### src/rtl/regfile_wb_ctrl.sv
// Write-back controller for the latch-based register file: in-order FIFO of ALU/load
// results, setup/strobe/hold write sequencing, and a pending-write scoreboard.
//
//  state  | meaning
//  IDLE   | nothing in flight; pop head when FIFO non-empty
//  SETUP  | dest/data driven and stable, write enable low
//  STROBE | write enable high for one cycle, pending bit cleared
//  HOLD   | write enable low, dest/data held; chain to next entry if any
module regfile_wb_ctrl #(
    parameter int DEPTH = 4,
    parameter int NREGS = 18
) (
    input  logic             clk,
    input  logic             rst_n,
    input  logic             alu_valid_in,
    output logic             alu_ready_out,
    input  logic [4:0]       alu_dest_in,
    input  logic [31:0]      alu_data_in,
    input  logic             mem_valid_in,
    output logic             mem_ready_out,
    input  logic [4:0]       mem_dest_in,
    input  logic [31:0]      mem_data_in,
    input  logic             issue_valid_in,
    input  logic [4:0]       issue_dest_in,
    output logic [4:0]       rf_dest_out,
    output logic [31:0]      rf_data_out,
    output logic             rf_wen_out,
    output logic [NREGS-1:0] pending_out,
    output logic             busy_out,
    output logic             drop_out
);
    localparam int AW = $clog2(DEPTH);
    localparam int CW = AW + 1;

    typedef enum logic [1:0] {IDLE, SETUP, STROBE, HOLD} state_t;

    state_t            state, state_nx;
    logic [4:0]        fifo_dest [DEPTH];
    logic [31:0]       fifo_data [DEPTH];
    logic [AW-1:0]     wr_ptr, rd_ptr, alu_slot;
    logic [CW-1:0]     count, push_n;
    logic              mem_push, alu_push, pop, head_ok, load_out;
    logic [NREGS-1:0]  pending_nx;

    // Mem takes priority for the last free slot so both sources never overflow it.
    assign mem_ready_out = (count <= CW'(DEPTH - 1));
    assign alu_ready_out = (count <= CW'(DEPTH - 2)) ||
                           ((count == CW'(DEPTH - 1)) && !mem_valid_in);
    assign mem_push = mem_valid_in && mem_ready_out;
    assign alu_push = alu_valid_in && alu_ready_out;
    assign push_n   = CW'(mem_push) + CW'(alu_push);
    assign alu_slot = mem_push ? wr_ptr + AW'(1) : wr_ptr;
    assign head_ok  = (fifo_dest[rd_ptr] != 5'd0) && (fifo_dest[rd_ptr] < 5'(NREGS));
    assign drop_out = pop && !head_ok;
    assign busy_out = (count != '0) || (state != IDLE);

    always_comb begin
        state_nx = state;
        pop      = 1'b0;
        load_out = 1'b0;
        case (state)
            IDLE, HOLD: begin
                state_nx = IDLE;
                if (count != '0) begin
                    pop = 1'b1;
                    if (head_ok) begin
                        load_out = 1'b1;
                        state_nx = SETUP;
                    end
                end
            end
            SETUP:   state_nx = STROBE;
            STROBE:  state_nx = HOLD;
            default: state_nx = IDLE;
        endcase
    end

    // A same-cycle issue beats the strobe clear: a newer producer owns the register.
    always_comb begin
        pending_nx = pending_out;
        if (state == STROBE)
            pending_nx[rf_dest_out] = 1'b0;
        if (issue_valid_in && (issue_dest_in != 5'd0) && (issue_dest_in < 5'(NREGS)))
            pending_nx[issue_dest_in] = 1'b1;
        pending_nx[0] = 1'b0;
    end

    always_ff @(posedge clk) begin
        if (mem_push) begin
            fifo_dest[wr_ptr] <= mem_dest_in;
            fifo_data[wr_ptr] <= mem_data_in;
        end
        if (alu_push) begin
            fifo_dest[alu_slot] <= alu_dest_in;
            fifo_data[alu_slot] <= alu_data_in;
        end
    end

    always_ff @(posedge clk or negedge rst_n) begin
        if (!rst_n) begin
            state       <= IDLE;
            wr_ptr      <= '0;
            rd_ptr      <= '0;
            count       <= '0;
            rf_dest_out <= '0;
            rf_data_out <= '0;
            rf_wen_out  <= 1'b0;
            pending_out <= '0;
        end else begin
            state       <= state_nx;
            wr_ptr      <= wr_ptr + AW'(push_n);
            rd_ptr      <= rd_ptr + AW'(pop);
            count       <= count + push_n - CW'(pop);
            rf_wen_out  <= (state_nx == STROBE);
            pending_out <= pending_nx;
            if (load_out) begin
                rf_dest_out <= fifo_dest[rd_ptr];
                rf_data_out <= fifo_data[rd_ptr];
            end
        end
    end

endmodule

### config.mk
export PLATFORM = sky130hd
export DESIGN_NAME = regfile_wb_ctrl
export DESIGN_NICKNAME = d
export VERILOG_FILES = /design/src/rtl/regfile_wb_ctrl.sv
export SDC_FILE = /design/constraint.sdc
export NUM_CORES = 1
export LEC_CHECK = 0
export CAP_MARGIN = 5
export CORE_MARGIN = 5
export CORE_UTILIZATION = 55
export CTS_CLUSTER_SIZE = 40
export DETAILED_ROUTE_END_ITERATION = 10
export HOLD_SLACK_MARGIN = 0.03
export PLACE_DENSITY_LB_ADDON = 0.3
export SYNTH_ARGS = -nofsm -noshare
export SYNTH_HDL_FRONTEND = slang
export SYNTH_SLANG_ARGS = --single-unit
### constraint.sdc
create_clock -name clk -period 5.3 [get_ports clk]
set_input_delay 0.53 -clock clk [delete_from_list [all_inputs] [get_ports clk]]
set_output_delay 0.53 -clock clk [all_outputs]
set_load 0.05 [all_outputs]
==> metrics.csv, run 1 <==
metric;value;unit
grt_setup_unrepaired;false;
clkPwrFrac;20.3;%
synth_top_area_share;44.9;%
synth_common_cells;mux2_2, edfxtp_1, dfrtp_1;
fin_crit;4050;ps
place_worst_setup_slack;1700;ps
setup_slack;1250;ps
worst-path-max-fanout;38;
layoutNonFillerInstCount;980;
placed_cells;936;
multi_input_area;0.00369;mm2
die-area;0.0208;mm2
cts_root_buffer;clkbuf_16;
seqCellArea;0.00605;mm2
drt_iter0_drc;348;
insertion_delay;510;ps
grt_pass1_wl;34400;um
cp-end-kind;output port;
clk_pin_slew;60;ps
critPathArrivalTime;3520;ps
cellPowerDensity;632;mW/mm2
cp-start-kind;flop;
synth_cell_types;35;
clockBufferDepth;3;
htreeDepth;1;
routedWlPerCell;22.2;um
max_freq;247;MHz
grt_pass1_vias;6202;
fillers;1190;
irDropWorstVdd;0.000453;V
synth_nets;686;
via_per_inst;5.89;
cts_made_buffers;24;
dp_hpwl;13600;um
crit_family;flip-flops;
total_power;0.00778;W
synth.most_common_cell;mux2_2;
num_io_pins;144;
postCtsSetupRepairBufs;0;
ys_ff_latch;212;
start_util;55.4;%
drt_wl_total;21800;um
final_nets;831;
max_stage_delay;1050;ps
p_seq_share;35.8;%
drcViolationCount;0;
fin_worst_skew;13.7;ps
num_antenna_cells;0;
ff2ff_setup_slack;1680;ps
rows;49;
drt-pass1-iter-count;4;
cpMaxStageDelayCell;dfrtp_2;
async_reset_ff_share;30.2;%
core;0.0178;mm2
synth_area_leaders;edfxtp_1, mux2_2, dfrtp_1;
crit_type;flop to output port;
pwr-share-comb;43.9;%
synth_top_area_cell;edfxtp_1;
p_int;0.00485;W
ys.flop_type;edfxtp_1;
cts_tree;built;
cts_sinks;212;
ant_nets;0;
synth_seq_area_share;61.1;%
overflow;0;
place.gp.congestion;0.849;
area_delta_synth_final;24.6;%
grt.total_usage;21.4;%
switchingPower;0.00293;W
path_cells;mux4_2 > nor3_1 > a21oi_1 > nor2_1 > clkdlybuf4s50_1;
avgSynthCellArea;16.8;um2
tightest_slew;1210;ps
synth_cells;588;
die_w;144;um
setup_tns;0;ps
slew_headroom;19.3;%
outcome;completed;
cap_viol_max_count;0;
finalSetupViolCount;0;
slew_violations;0;
grt_max_degree;65;
synth_edf_count;148;
vias;5774;
die_y;144;um
drive_gt1_share;34.9;%
power.leakage;4.34;nW
required;4770;ps
period_share;76.4;%
critPathBufInv;1;
syn_area;0.00989;mm2
grt_antenna_before_repair;1;
numPortBuffers;142;
finalHoldViolations;0;
hp-class;primary input to asynchronous set/reset pin;
switching_share;37.7;%
timing.hold.ws;150;ps
ctsResizeCount;0;
synth_warnings;0;
ctsHoldBuffers;0;
layout make-up:
type | count | area share (%)
clock buffer | 33 | 5.48
clock inverter | 11 | 0.700
inverter | 16 | 0.487
multi-input combinational | 331 | 30.0
sequential | 212 | 49.1
tap | 229 | 2.32
timing repair buffer | 148 | 12.0
through the flow:
stage                     instance area (um2)  util, %
after floorplan                          9890        -
after global placement                  11600     64.8
after detailed placement                11600     64.8
after CTS                               12300     69.1
after global routing                    12300     69.1
final                                   12300     69.1
power groups by stage:
stage	sequential, W	combinational (W)	clock (W)
6_report	0.00278	0.00342	0.00158
5_1_grt	0.00285	0.00363	0.00168
4_1_cts	0.00279	0.00346	0.00161
3_5_place_dp	0.00282	0.00344	0
3_3_place_gp	0.00278	0.00336	0
2_1_floorplan	0.00340	0.00174	0
state kept, by name, summed over array words and instances (netlist names):
| signal | count |
|---|---|
| count | 3 |
| fifo_data | 128 |
| fifo_dest | 20 |
| pending_out | 17 |
| rd_ptr | 2 |
| rf_data_out | 32 |
| rf_dest_out | 5 |
| rf_wen_out | 1 |
| state | 2 |
| wr_ptr | 2 |
cell families after synthesis:
| kind of cell | Yosys count | synth area share, % |
|---|---|---|
| adder cells (fa/ha/maj) | 14 | 1.85 |
| other | 1 | 0.0379 |
| flip-flops | 212 | 61.1 |
| buffers and inverters | 45 | 2.07 |
| AND/OR/NAND/NOR | 42 | 2.24 |
| XOR/XNOR | 5 | 0.443 |
| multiplexers | 222 | 29.5 |
| AO/OA/AOI/OAI | 47 | 2.72 |
placed cells by master (no fill, tap or decap), types with 2 or more instances in the layout:
cell	instances
a21o_2	3
mux4_2	37
or3b_2	4
o41ai_1	2
clkbuf_1	6
inv_1	15
nand3b_1	4
clkinv_2	6
dfrtp_2	2
a31oi_1	2
nor3_1	4
clkbuf_16	25
or3_1	2
o21ai_0	32
dfrtp_1	62
buf_4	6
ha_1	13
clkinv_1	3
mux2_1	19
a21oi_4	2
nand2_1	8
nor2_1	8
nand3_1	7
clkbuf_8	2
xnor2_1	4
edfxtp_1	148
clkdlybuf4s50_1	141
mux2_2	166
path summary, 6_finish.rpt:
kind                       cells past startpoint               to       startpoint
setup / recovery                               5         drop_out        rd_ptr[1]
hold / removal                                 1   rf_data_out[3]            rst_n
setup reg to reg                               5   rf_dest_out[2]        rd_ptr[1]
hold reg to reg                                1  rf_data_out[24]  rf_data_out[24]
max in group asynchronous                      1        rd_ptr[1]            rst_n
min in group clk                               1  rf_data_out[24]  rf_data_out[24]
metal layers:
| metal | track usage [%] | vias up | wire length (um) |
|---|---|---|---|
| li1 | - | 2585 | - |
| met2 | 36.7 | 186 | 11300 |
| met5 | 0 | - | 13 |
| met1 | 28.8 | 2965 | 8850 |
| met4 | 4.71 | 2 | 340 |
| met3 | 3.87 | 36 | 1290 |
Power figures use the tool's default switching activity.
==> run 2: changes to the inputs <==
==> constraint.sdc (replaced) <==
create_clock -name clk -period 3.87 [get_ports clk]
set_input_delay 0.387 -clock clk [delete_from_list [all_inputs] [get_ports clk]]
set_output_delay 0.387 -clock clk [all_outputs]
set_load 0.05 [all_outputs]
==> run 2 against run 1 <==
Compared with the run above:
- critical path depth unchanged
- largest cell class unchanged
- routed wire length rose by 2.4%
- flip-flop and latch count is the same
==> metrics.csv, run 2 (synthesis gave the netlist of run 1 again) <==
metric;value;unit;change
outcome;completed;;unchanged
power.leakage;4.33;nW;was 4.34 nW
ant_nets;0;;unchanged
cap_viol_max_count;0;;unchanged
cts_root_buffer;clkbuf_16;;unchanged
switching_share;37.9;%;was 37.7%
hp-class;primary input to asynchronous set/reset pin;;unchanged
drcViolationCount;0;;unchanged
drt-pass1-iter-count;5;;was 4
die-area;0.0208;mm2;unchanged
core;0.0178;mm2;unchanged
largest_register_ffs;128;;unchanged
vias;5810;;was 5,774
grt_setup_unrepaired;false;;unchanged
wl_met3;1470;um;was 1290 um
ff2ff_setup_slack;860;ps;was 1680 ps
grt_antenna_before_repair;2;;was 1
drt_iter0_drc;380;;was 348
required;3480;ps;was 4770 ps
drive_gt1_share;34.4;%;was 34.9%
rows;49;;unchanged
grt_pass1_vias;6375;;was 6,202
place_worst_setup_slack;808;ps;was 1700 ps
setup_slack;380;ps;was 1250 ps
cp-end-kind;output port;;unchanged
wl_met2;11600;um;was 11,300 um
cpMaxStageDelayCell;clkdlybuf4s50_1;;was dfrtp_2
final_common_cell;mux2_2;;unchanged
ff2ff_path_depth;7;;was 5
routedWlPerCell;22.7;um;was 22.2 um
fin_worst_skew;9.18;ps;was 13.7 ps
place.gp.congestion;0.852;;was 0.849
drt_wl_total;22300;um;was 21,800 um
die_w;144;um;unchanged
critPathArrivalTime;3100;ps;was 3520 ps
rr_endpoint;fifo_data[1][11];;was rf_dest_out[2]
top_regs;fifo_data: 128 flops, rf_data_out: 32 flops, fifo_dest: 20 flops;;unchanged
final_cell_mix;mux2_2, edfxtp_1, clkdlybuf4s50_1, dfrtp_1, mux4_2;;unchanged
die_y;144;um;unchanged
ctsHoldBuffers;0;;unchanged
clockBufferDepth;3;;unchanged
largest_register;fifo_data;;unchanged
cts_sinks;212;;unchanged
dp_hpwl;14200;um;was 13,600 um
crit_family;buffers and inverters;;was flip-flops
max_freq;287;MHz;
finalHoldViolations;0;;unchanged
cp-start-kind;flop;;unchanged
cts_made_buffers;22;;was 24
clkPwrFrac;18.9;%;was 20.3%
slew_headroom;39.5;%;was 19.3%
final_nets;834;;was 831
irDropWorstVdd;0.000685;V;was 0.000453 V
setup_tns;0;ps;unchanged
switchingPower;0.00398;W;was 0.00293 W
via_per_inst;5.93;;was 5.89
p_int;0.00653;W;was 0.00485 W
p_seq_share;35.6;%;was 35.8%
cts_tree;built;;unchanged
grt_pass1_wl;34800;um;was 34,400 um
numPortBuffers;142;;unchanged
finalSetupViolCount;0;;unchanged
critPathBufInv;1;;unchanged
crit_type;flop to output port;;unchanged
grt.total_usage;21.7;%;was 21.4%
start_util;55.4;%;unchanged
reg2reg_from;wr_ptr[0];;was rd_ptr[1]
tightest_slew;908;ps;was 1210 ps
wl_met1;8720;um;was 8850 um
area_delta_synth_final;24.4;%;was 24.6%
grt_max_degree;65;;unchanged
num_antenna_cells;0;;unchanged
cellPowerDensity;854;mW/mm2;was 632 mW/mm2
postCtsSetupRepairBufs;0;;unchanged
max_stage_delay;810;ps;was 1050 ps
insertion_delay;500;ps;was 510 ps
worst-path-max-fanout;8;;was 38
clk_pin_slew;60;ps;about the same
period_share;90.2;%;
ctsResizeCount;0;;unchanged
path_cells;mux4_2 > nor3_1 > a21oi_1 > nor2_1 > clkdlybuf4s50_1;;unchanged
htreeDepth;1;;unchanged
pwr-share-comb;45.6;%;was 43.9%
routed.top_layer;met5;;unchanged
overflow;0;;unchanged
num_io_pins;144;;unchanged
fin_crit;3490;ps;
slew_violations;0;;unchanged
-- run 2: cell types whose count changed in the layout (fill, tap and decap cells not counted), sizes merged --
cell,delta
buf,+5
clkinv,-1
clkinvlp,-1
clkbuf,-2
inv,-1
-- run 2: worst reg2reg max path, stage by stage (launching register included) --
cell	delay (ps)
dfrtp_1	510
inv_1	170
ha_1	380
nor4b_1	260
a31oi_1	110
nor2_4	430
buf_4	500
mux2_2	410
-- run 2: metrics by stage --
stage	instances	utilization [%]	power [W]	hold slack [ps]	cell area (um2)
final	980	69.0	0.0105	26.3	12300
after CTS	980	69.0	0.0106	49.6	12300
after detailed placement	941	65.2	0.00862	479	11600
after global placement	941	65.2	0.00848	468	11600
after global routing	980	69.0	0.0110	99.0	12300
after floorplan	588	-	0.00704	91.4	9890
-- run 2: power groups by stage --
stage	Combinational [W]	Clock (W)	Sequential, W
floorplan	0.00239	0	0.00465
global placement	0.00475	0	0.00374
global route	0.00509	0.00211	0.00383
detailed placement	0.00483	0	0.00379
finish	0.00479	0.00198	0.00374
CTS	0.00486	0.00202	0.00375
-- run 2: final cells by class --
cell class	count	area, um2
fillers	1196	5540
well taps	229	287
clock inverters	8	60.1
clock buffers	31	606
inverters	16	60.1
repair buffers	153	1550
multi-input cells	331	3690
flip-flops and latches	212	6050
-- run 2: worst max path at each step --
stage,depth (start not counted),from,slack [ps],to
final,5,rd_ptr[0],380,drop_out
after global placement,13,mem_valid_in,880,count[2]
after floorplan,6,count[1],230,fifo_data[1][0]
after detailed placement,13,mem_valid_in,810,count[2]
after global routing,5,rd_ptr[0],180,drop_out
after CTS,5,rd_ptr[0],330,drop_out
-- run 2: routing by layer --
| metal | track usage [%] | up-vias |
|---|---|---|
| li1 | - | 2593 |
| met1 | 28.0 | 2986 |
| met5 | 0 | - |
| met2 | 38.6 | 187 |
| met3 | 3.77 | 40 |
| met4 | 5.40 | 4 |
